### src/rtl/keypad_scan.sv
// 4x4 active-low matrix keypad scanner: one column driven at a time, rows
// synchronised and sampled once per column, press/release debounced over frames.
module keypad_scan #(
  parameter int unsigned SCAN_DIV        = 100000,
  parameter int unsigned DEBOUNCE_FRAMES = 3
) (
  input  logic       clk,
  input  logic       rst,
  input  logic [3:0] row_in,
  output logic [3:0] col_out,
  output logic [3:0] key_code,
  output logic       key_valid,
  output logic       key_held,
  output logic       multi_key
);
  localparam int unsigned   TW        = (SCAN_DIV > 1) ? $clog2(SCAN_DIV) : 1;
  localparam int unsigned   CW        = $clog2(DEBOUNCE_FRAMES + 1);
  localparam logic [TW-1:0] TICK_LAST = TW'(SCAN_DIV - 1);
  localparam logic [CW-1:0] CNT_MAX   = CW'(DEBOUNCE_FRAMES);

  typedef enum logic [1:0] {S_IDLE, S_DEBOUNCE, S_PRESSED, S_RELEASE} state_e;

  logic [3:0]    row_meta_q, row_sync_q;
  logic [TW-1:0] tick_q;
  logic [1:0]    col_q;
  logic [1:0]    acc_cnt_q;
  logic          acc_found_q;
  logic [3:0]    acc_code_q;
  state_e        state_q, state_d;
  logic [CW-1:0] cnt_q, cnt_d;
  logic [3:0]    cand_q, cand_d;
  logic [3:0]    key_code_q, key_code_d;
  logic          key_valid_q, key_valid_d;
  logic          key_held_q, key_held_d;
  logic          multi_q, multi_d;

  logic          tick, frame_end;
  logic [3:0]    pressed;
  logic [2:0]    col_keys, cnt_sum;
  logic [1:0]    frame_cnt;
  logic          frame_found;
  logic [3:0]    frame_code;
  logic [1:0]    row_idx;
  logic [CW-1:0] cnt_inc;
  logic          single_key, no_key;

  // Running frame result including the column being sampled on this tick.
  always_comb begin
    tick      = (tick_q == TICK_LAST);
    frame_end = tick && (col_q == 2'd3);
    pressed   = ~row_sync_q;
    col_keys  = 3'(pressed[0]) + 3'(pressed[1]) + 3'(pressed[2]) + 3'(pressed[3]);
    // Column 0 opens a new frame, so the stored totals are ignored there.
    cnt_sum   = (col_q == 2'd0) ? col_keys : ({1'b0, acc_cnt_q} + col_keys);
    frame_cnt = (cnt_sum >= 3'd2) ? 2'd2 : cnt_sum[1:0];

    row_idx = 2'd0;
    if (pressed[0])      row_idx = 2'd0;
    else if (pressed[1]) row_idx = 2'd1;
    else if (pressed[2]) row_idx = 2'd2;
    else if (pressed[3]) row_idx = 2'd3;

    frame_found = (col_q != 2'd0) && acc_found_q;
    frame_code  = acc_code_q;
    if (!frame_found && (pressed != 4'd0)) begin
      frame_found = 1'b1;
      frame_code  = {col_q, row_idx};
    end

    single_key = (frame_cnt == 2'd1);
    no_key     = (frame_cnt == 2'd0);
    cnt_inc    = (cnt_q >= CNT_MAX) ? cnt_q : cnt_q + 1'b1;
  end

  always_comb begin
    // NOTE: every output of this block gets a default before any branch, so
    // no path leaves a signal unassigned and no latch is inferred.
    state_d     = state_q;
    cnt_d       = cnt_q;
    cand_d      = cand_q;
    key_code_d  = key_code_q;
    key_held_d  = key_held_q;
    key_valid_d = 1'b0;
    multi_d     = multi_q;

    if (frame_end) begin
      multi_d = (frame_cnt == 2'd2);
      unique case (state_q)
        S_IDLE: begin
          if (single_key) begin
            cand_d = frame_code;
            if (DEBOUNCE_FRAMES == 1) begin
              state_d     = S_PRESSED;
              cnt_d       = '0;
              key_code_d  = frame_code;
              key_held_d  = 1'b1;
              key_valid_d = 1'b1;
            end else begin
              state_d = S_DEBOUNCE;
              cnt_d   = CW'(1);
            end
          end
        end
        S_DEBOUNCE: begin
          if (single_key && (frame_code == cand_q)) begin
            cnt_d = cnt_inc;
            if (cnt_inc == CNT_MAX) begin
              state_d     = S_PRESSED;
              cnt_d       = '0;
              key_code_d  = cand_q;
              key_held_d  = 1'b1;
              key_valid_d = 1'b1;
            end
          end else begin
            state_d = S_IDLE;
            cnt_d   = '0;
          end
        end
        S_PRESSED: begin
          if (no_key) begin
            if (DEBOUNCE_FRAMES == 1) begin
              state_d    = S_IDLE;
              cnt_d      = '0;
              key_held_d = 1'b0;
            end else begin
              state_d = S_RELEASE;
              cnt_d   = CW'(1);
            end
          end
        end
        S_RELEASE: begin
          if (no_key) begin
            cnt_d = cnt_inc;
            if (cnt_inc == CNT_MAX) begin
              state_d    = S_IDLE;
              cnt_d      = '0;
              key_held_d = 1'b0;
            end
          end else begin
            state_d = S_PRESSED;
            cnt_d   = '0;
          end
        end
        default: state_d = S_IDLE;
      endcase
    end
  end

  always_ff @(posedge clk) begin
    if (rst) begin
      row_meta_q  <= 4'hF;
      row_sync_q  <= 4'hF;
      tick_q      <= '0;
      col_q       <= 2'd0;
      acc_cnt_q   <= 2'd0;
      acc_found_q <= 1'b0;
      acc_code_q  <= 4'd0;
      state_q     <= S_IDLE;
      cnt_q       <= '0;
      cand_q      <= 4'd0;
      key_code_q  <= 4'd0;
      key_valid_q <= 1'b0;
      key_held_q  <= 1'b0;
      multi_q     <= 1'b0;
    end else begin
      // NOTE: non-blocking assignments let every register sample the
      // pre-edge value of the others, which the synchroniser chain relies on.
      row_meta_q  <= row_in;
      row_sync_q  <= row_meta_q;
      tick_q      <= tick ? '0 : tick_q + 1'b1;
      if (tick) begin
        col_q       <= col_q + 2'd1;
        acc_cnt_q   <= frame_cnt;
        acc_found_q <= frame_found;
        acc_code_q  <= frame_code;
      end
      state_q     <= state_d;
      cnt_q       <= cnt_d;
      cand_q      <= cand_d;
      key_code_q  <= key_code_d;
      key_valid_q <= key_valid_d;
      key_held_q  <= key_held_d;
      multi_q     <= multi_d;
    end
  end

  assign col_out   = ~(4'b0001 << col_q);
  assign key_code  = key_code_q;
  assign key_valid = key_valid_q;
  assign key_held  = key_held_q;
  assign multi_key = multi_q;

endmodule

### config.mk
export PLATFORM = sky130hd
export DESIGN_NAME = keypad_scan
export DESIGN_NICKNAME = d
export VERILOG_FILES = /design/src/rtl/keypad_scan.sv
export SDC_FILE = /design/constraint.sdc
export NUM_CORES = 1
export LEC_CHECK = 0
export ABC_CLOCK_PERIOD_IN_PS = 3060
export BUFFER_PORTS_ARGS = -buffer_cell sky130_fd_sc_hd__buf_2
export CAP_MARGIN = 20
export CORE_ASPECT_RATIO = 0.7
export CORE_MARGIN = 3
export CORE_UTILIZATION = 54
export DETAILED_ROUTE_END_ITERATION = 8
export GPL_TIMING_DRIVEN = 0
export PLACE_DENSITY_LB_ADDON = 0.3
export SYNTH_ARGS = -nofsm -noshare
export SYNTH_HDL_FRONTEND = slang
export SYNTH_SLANG_ARGS = --single-unit
### constraint.sdc
create_clock -name clk -period 3.06 [get_ports clk]
set_clock_uncertainty 0.15 [all_clocks]
set_input_delay 0.765 -clock clk [delete_from_list [all_inputs] [get_ports clk]]
set_output_delay 0.765 -clock clk [all_outputs]
set_load 0.02 [all_outputs]
Yosys cells after proc, flatten, opt, wreduce, memory -nomap -nowiden
Cells that the tools add are included.

Output and inout port bits: 11. Register bits: 49. Input port bits: 6. Logic and storage cells: 91.

Reductions and logical operators: 18. Muxes and demuxes: 27. Bitwise operators: 5. $lt $le $gt $ge: 2. Eq/ne operators: 17. Shifts and indexed selects: 1. Add/sub/neg operators: 7.

Operator list (number): $mux 2 (16); $add 17x1->17 const B (1); $eq 17x17->1 const B (1); $pmux 2 s4 (2); $ne 2x2->1 const B (6); $eq 2x2->1 const B (5); $not 4->4 (2); $logic_not 2->1 (3); $mux 1 (6); $ne 3x3->1 const B (2); $reduce_and 3->1 (2); $reduce_and 6->1 (1); $reduce_and 5->1 (1); $add 2x1->2 const B (2); $eq 2x1->1 const B (2); $eq 4x4->1 (1); $logic_and 1x1->1 (4); $mux 4 (1); $reduce_and 4->1 (1); $reduce_bool 2->1 (2); $reduce_bool 4->1 (1); $reduce_or 4->1 (1); $shl 1x2->4 const A (1); $add 2x1->3 (1); other kinds (10) (12).

Longest topological paths before layout
Depth after elaboration: 12. Mapped depth: 12. Depth with buffers taken out: 11.

Worst setup path after synthesis
No wires, ideal clock.

Path kind: register to register. From: register row_sync_q[0]. To: register key_code_q[0], in the netlist key_code[0]. Setup slack: -185 ps. Clock period less this slack: 3245 ps. Setup time: 72 ps. Data required time: 2838 ps. Data arrival time: 3024 ps. Buffers on the path: 1. Cell stages (with the launch flop): 13. Path through: dfxtp_1 inv_1 fa_1 ha_1 ha_1 fa_1 xnor2_1 a32oi_1 nor2_1 and2_1 and4_1 buf_6 mux2i_1.

Cells in the longest elaborated chain, start to end: 11. Elaborated cells between the ends (all ways): 16. Classes of those cells: add/sub (4); order compare (1); eq/ne (2); mux (4); bitwise (1); reduce/logical (4).

RTL lines: start: declaration (RTL line 23) `logic [3:0] row_meta_q, row_sync_q;`; start signal: assignment (RTL line 169) `row_sync_q <= row_meta_q;`; $not 4->4 (*) (RTL line 51) `pressed = ~row_sync_q;`; $add 1x1->2 (RTL line 52) `col_keys = 3'(pressed[0]) + 3'(pressed[1]) + 3'(pressed[2]) + 3'(pressed[3]);`; $add 2x1->3 (RTL line 52); $add 3x1->3 (RTL line 52); $add 2x3->3 (RTL line 54) `cnt_sum = (col_q == 2'd0) ? col_keys : ({1'b0, acc_cnt_q} + col_keys);`; $mux 3 (RTL line 54); $ge 3x2->1 (RTL line 55) `frame_cnt = (cnt_sum >= 3'd2) ? 2'd2 : cnt_sum[1:0];`; $mux 2 (RTL line 55); $eq 2x1->1 (RTL line 70) `single_key = (frame_cnt == 2'd1);`; $logic_and 1x1->1 (*) (RTL line 105) `if (single_key && (frame_code == cand_q)) begin`; $reduce_and 4->1 (no source line) (*); end signal: assignment (RTL line 180) `key_code_q <= key_code_d;`; end: declaration (RTL line 32) `logic [3:0] key_code_q, key_code_d;`.

Every way passes the cells marked *; elsewhere a longest branch is shown, timed or not. A chain may end at the register's enable or synchronous reset.

Worst setup path in the final report
From: register row_sync_q[0]. To: register cnt_q[1].

Cells in the longest elaborated chain, start to end: 12. Elaborated cells between the ends (all ways): 22. Classes of those cells: add/sub (4); order compare (1); eq/ne (4); mux (7); bitwise (1); reduce/logical (5).

RTL lines: $not 4->4 (*) (RTL line 51); $add 1x1->2 (RTL line 52); $add 2x1->3 (RTL line 52); $add 3x1->3 (RTL line 52); $add 2x3->3 (RTL line 54); $mux 3 (RTL line 54); $ge 3x2->1 (RTL line 55); $mux 2 (RTL line 55); $eq 2x1->1 (RTL line 70); $logic_and 1x1->1 (RTL line 105); $mux 2 (RTL line 105); $pmux 2 s4 (RTL line 88) `unique case (state_q)`; end signal: assignment (RTL line 178) `cnt_q <= cnt_d;`; end: declaration (RTL line 30) `logic [CW-1:0] cnt_q, cnt_d;`.

Marked as above.

==> metrics.cfg <==
[floorplan]
initial_core_util = 0.5929
ios = 17
coreArea_um2 = 4136
die_h_um = 62.38
die_area_um2 = 5399
die_x_um = 86.55
num_rows = 19

[hold_path]
min_from = row_meta_q[2]
hold_depth = 1
hold_end = row_sync_q[2]
hold_path.class = reg -> reg

[global_routing]
grt_pass1_wl_um = 8687
grt_max_degree = 15
track_usage = 0.2030
grt_pass1_vias = 1793
antenna_found_initial = 0
overflow = 0

[yosys]
synthCells = 265
synth.distinct_cells = 57
seq_area_frac_synth = 0.4000
synthTopCellsByArea = dfxtp_1, mux2i_1, nor2_1
syn_area_um2 = 2452
yosys_warnings = 0
synth_area_per_cell_um2 = 9.254
yosys_register_bits = 49
synthTopCellsByCount = dfxtp_1, nor2_1, inv_1
synth-edff-count = 0
synth_top_area_frac = 0.4000
async_flop_share = 0
yosysMostFrequentCell = dfxtp_1
synth_ff_type = dfxtp_1
synth_nets = 282
yosysTopAreaCell = dfxtp_1

[power]
power_leakage_nw = 1.214
power_density_nw_per_um2 = 389.1
ir_drop_mv = 0.3337

[routing]
wirelength_um = 5091
initialDrtViolationCount = 124
ant_nets = 0
detail_route.first_pass.iterations = 4
vias = 1905
viasPerCell = 5.427
route.detailed.drc = 0
routedWlPerCell_um = 14.50

[placement]
place_inst = 333
pre_cts_ws_ns = -0.3507
dp_hpwl_um = 3559
portBuffers = 16
gp_congestion = 0.7885

[worst_setup_path]
path_class = reg -> reg
start_kind = flop
required_ns = 3.14
cp_max_fo = 5
r2r-start = row_sync_q[0]
rr_endpoint = cnt_q[1]
crit_arrival_ns = 3.39
end_kind = flop
reg2reg_slack_ns = -0.25
worst-r2r-cell-count = 12

[timing]
slew_violations = 0
final-setup-viol-count = 14
hold_viol = 0
fmax_mhz = 301.9
relSlewSlack = 0.6179
tightest_slew_ns = 0.5731
rsz0062_at_grt = true
setup_ws_ns = -0.2518
min_period_ns = 3.312
period_share = 1.082

[final_layout]
fin_cells = 351
diodes = 0
drive_above_1_share = 0.2676
nFillCells = 327
syn_to_final_growth_pct = 17.55
fin_nets = 315

[cts]
cts-hold-fix-buffers = 0
cts_buffer_depth = 2
cts_tree = built
root_buffer = clkbuf_8
cts.clk_slew.worst_paths_ns = 0.09
cts_sinks = 49
clk_latency_ns = 0.30
htree_levels = 2
numCtsBuffers = 5

[status]
violations = negative setup slack
outcome = finished, violations left

[flow_run]
drv_cap = 0

## flip-flops by register name (all words and copies together) (netlist names), 2 cells and up
register	flops
state_q	2
row_meta_q	4
key_code	4
tick_q	17
acc_code_q	4
acc_cnt_q	2
cand_q	4
row_sync_q	4
cnt_q	2
col_q	2
## metal layers
metal / routed length [um] / track usage / share of wire / vias to the layer above
li1: - / - / - / 977
met1: 2644 / 0.3094 / 0.52 / 879
met2: 2143 / 0.2815 / 0.42 / 40
met3: 216 / 0.04743 / 0.042 / 9
met4: 87 / 0.05837 / 0.017 / 0
met5: 0 / 0 / 0 / -
## how the worst max path moves through the flow
stage                   from           to  slack [ns]  cells past startpoint
6_report       row_sync_q[0]     cnt_q[1]       -0.25                     12
4_1_cts        row_sync_q[0]  key_code[2]       -0.17                     12
2_1_floorplan  row_sync_q[0]     key_held       -0.04                     12
3_5_place_dp   row_sync_q[3]    key_valid       -0.35                     11
3_3_place_gp   row_sync_q[3]    key_valid       -0.25                     11
5_1_grt        row_sync_q[0]     cnt_q[1]       -0.36                     12
## timing repair
item,4_1_cts,5_1_grt
pin swaps,10,4
buffers inserted,8,2
resized for setup,9,8
endpoints found under the setup margin,14,14
## worst max-delay path, stage by stage (launching register included)
cell,delay (ns)
dfxtp_2,0.34
inv_2,0.04
fa_1,0.60
ha_4,0.24
ha_4,0.16
fa_2,0.56
nor2_4,0.05
a32oi_2,0.27
nor2_4,0.08
buf_6,0.12
o311a_1,0.34
o21bai_1,0.16
nor3_1,0.12
## layout by cell type (no fill, tap or decap), drive strengths merged, types with 2 or more instances in the layout
cell type	count
nand3	11
xnor2	4
nand2b	9
xor2	13
buf	30
clkinv	2
o21bai	2
a311oi	2
or3	2
a21boi	2
ha	9
and3	9
fa	2
and2	6
mux2i	13
and4	4
and3b	2
nand4	6
nor4	2
nor3	3
a2111oi	2
a21oi	6
o21ai	6
inv	15
or2	10
nand2	14
clkbuf	12
nor2	33
dfxtp	49
## logic make-up after synthesis
family	share of synthesized area
buffers and inverters	0.04592
flip-flops	0.4000
AO/OA/AOI/OAI	0.1015
adder cells (fa/ha/maj)	0.06225
multiplexers	0.05765
XOR/XNOR	0.06071
AND/OR/NAND/NOR	0.2719
## cell type report
| cell class | instances | area (um^2) | area share |
|---|---|---|---|
| buffer | 10 | 65.06 | 0.02257 |
| clock buffer | 6 | 72.57 | 0.02517 |
| clock inverter | 2 | 10.01 | 0.003472 |
| inverter | 15 | 56.30 | 0.01953 |
| multi-input combinational | 191 | 1470 | 0.5100 |
| sequential | 49 | 984.7 | 0.3416 |
| tap | 52 | 65.06 | 0.02257 |
| timing repair buffer | 26 | 158.9 | 0.05512 |
## power breakdown
group / internal, mW / leakage [nW] / switching [mW]
combinational: 0.0473 / 0.773 / 0.0538
clock: 0.159 / 0.0450 / 0.211
sequential: 0.646 / 0.396 / 0.00484
total: 0.852 / 1.21 / 0.270
## through the flow
step | setup TNS, ns | power (mW) | cell area (um^2) | hold slack [ns] | utilization
final | -2.056 | 1.122 | 2883 | 0.2671 | 0.6969
after global routing | -3.479 | 1.175 | 2883 | 0.2927 | 0.6969
after CTS | -1.699 | 1.120 | 2828 | 0.2686 | 0.6836
after detailed placement | -3.768 | 0.7373 | 2634 | 0.2481 | 0.6367
after global placement | -2.986 | 0.7337 | 2634 | 0.2419 | 0.6367
after floorplan | -0.04331 | 0.7167 | 2489 | 0.2394 | -
(Power assumes the default switching activity.)
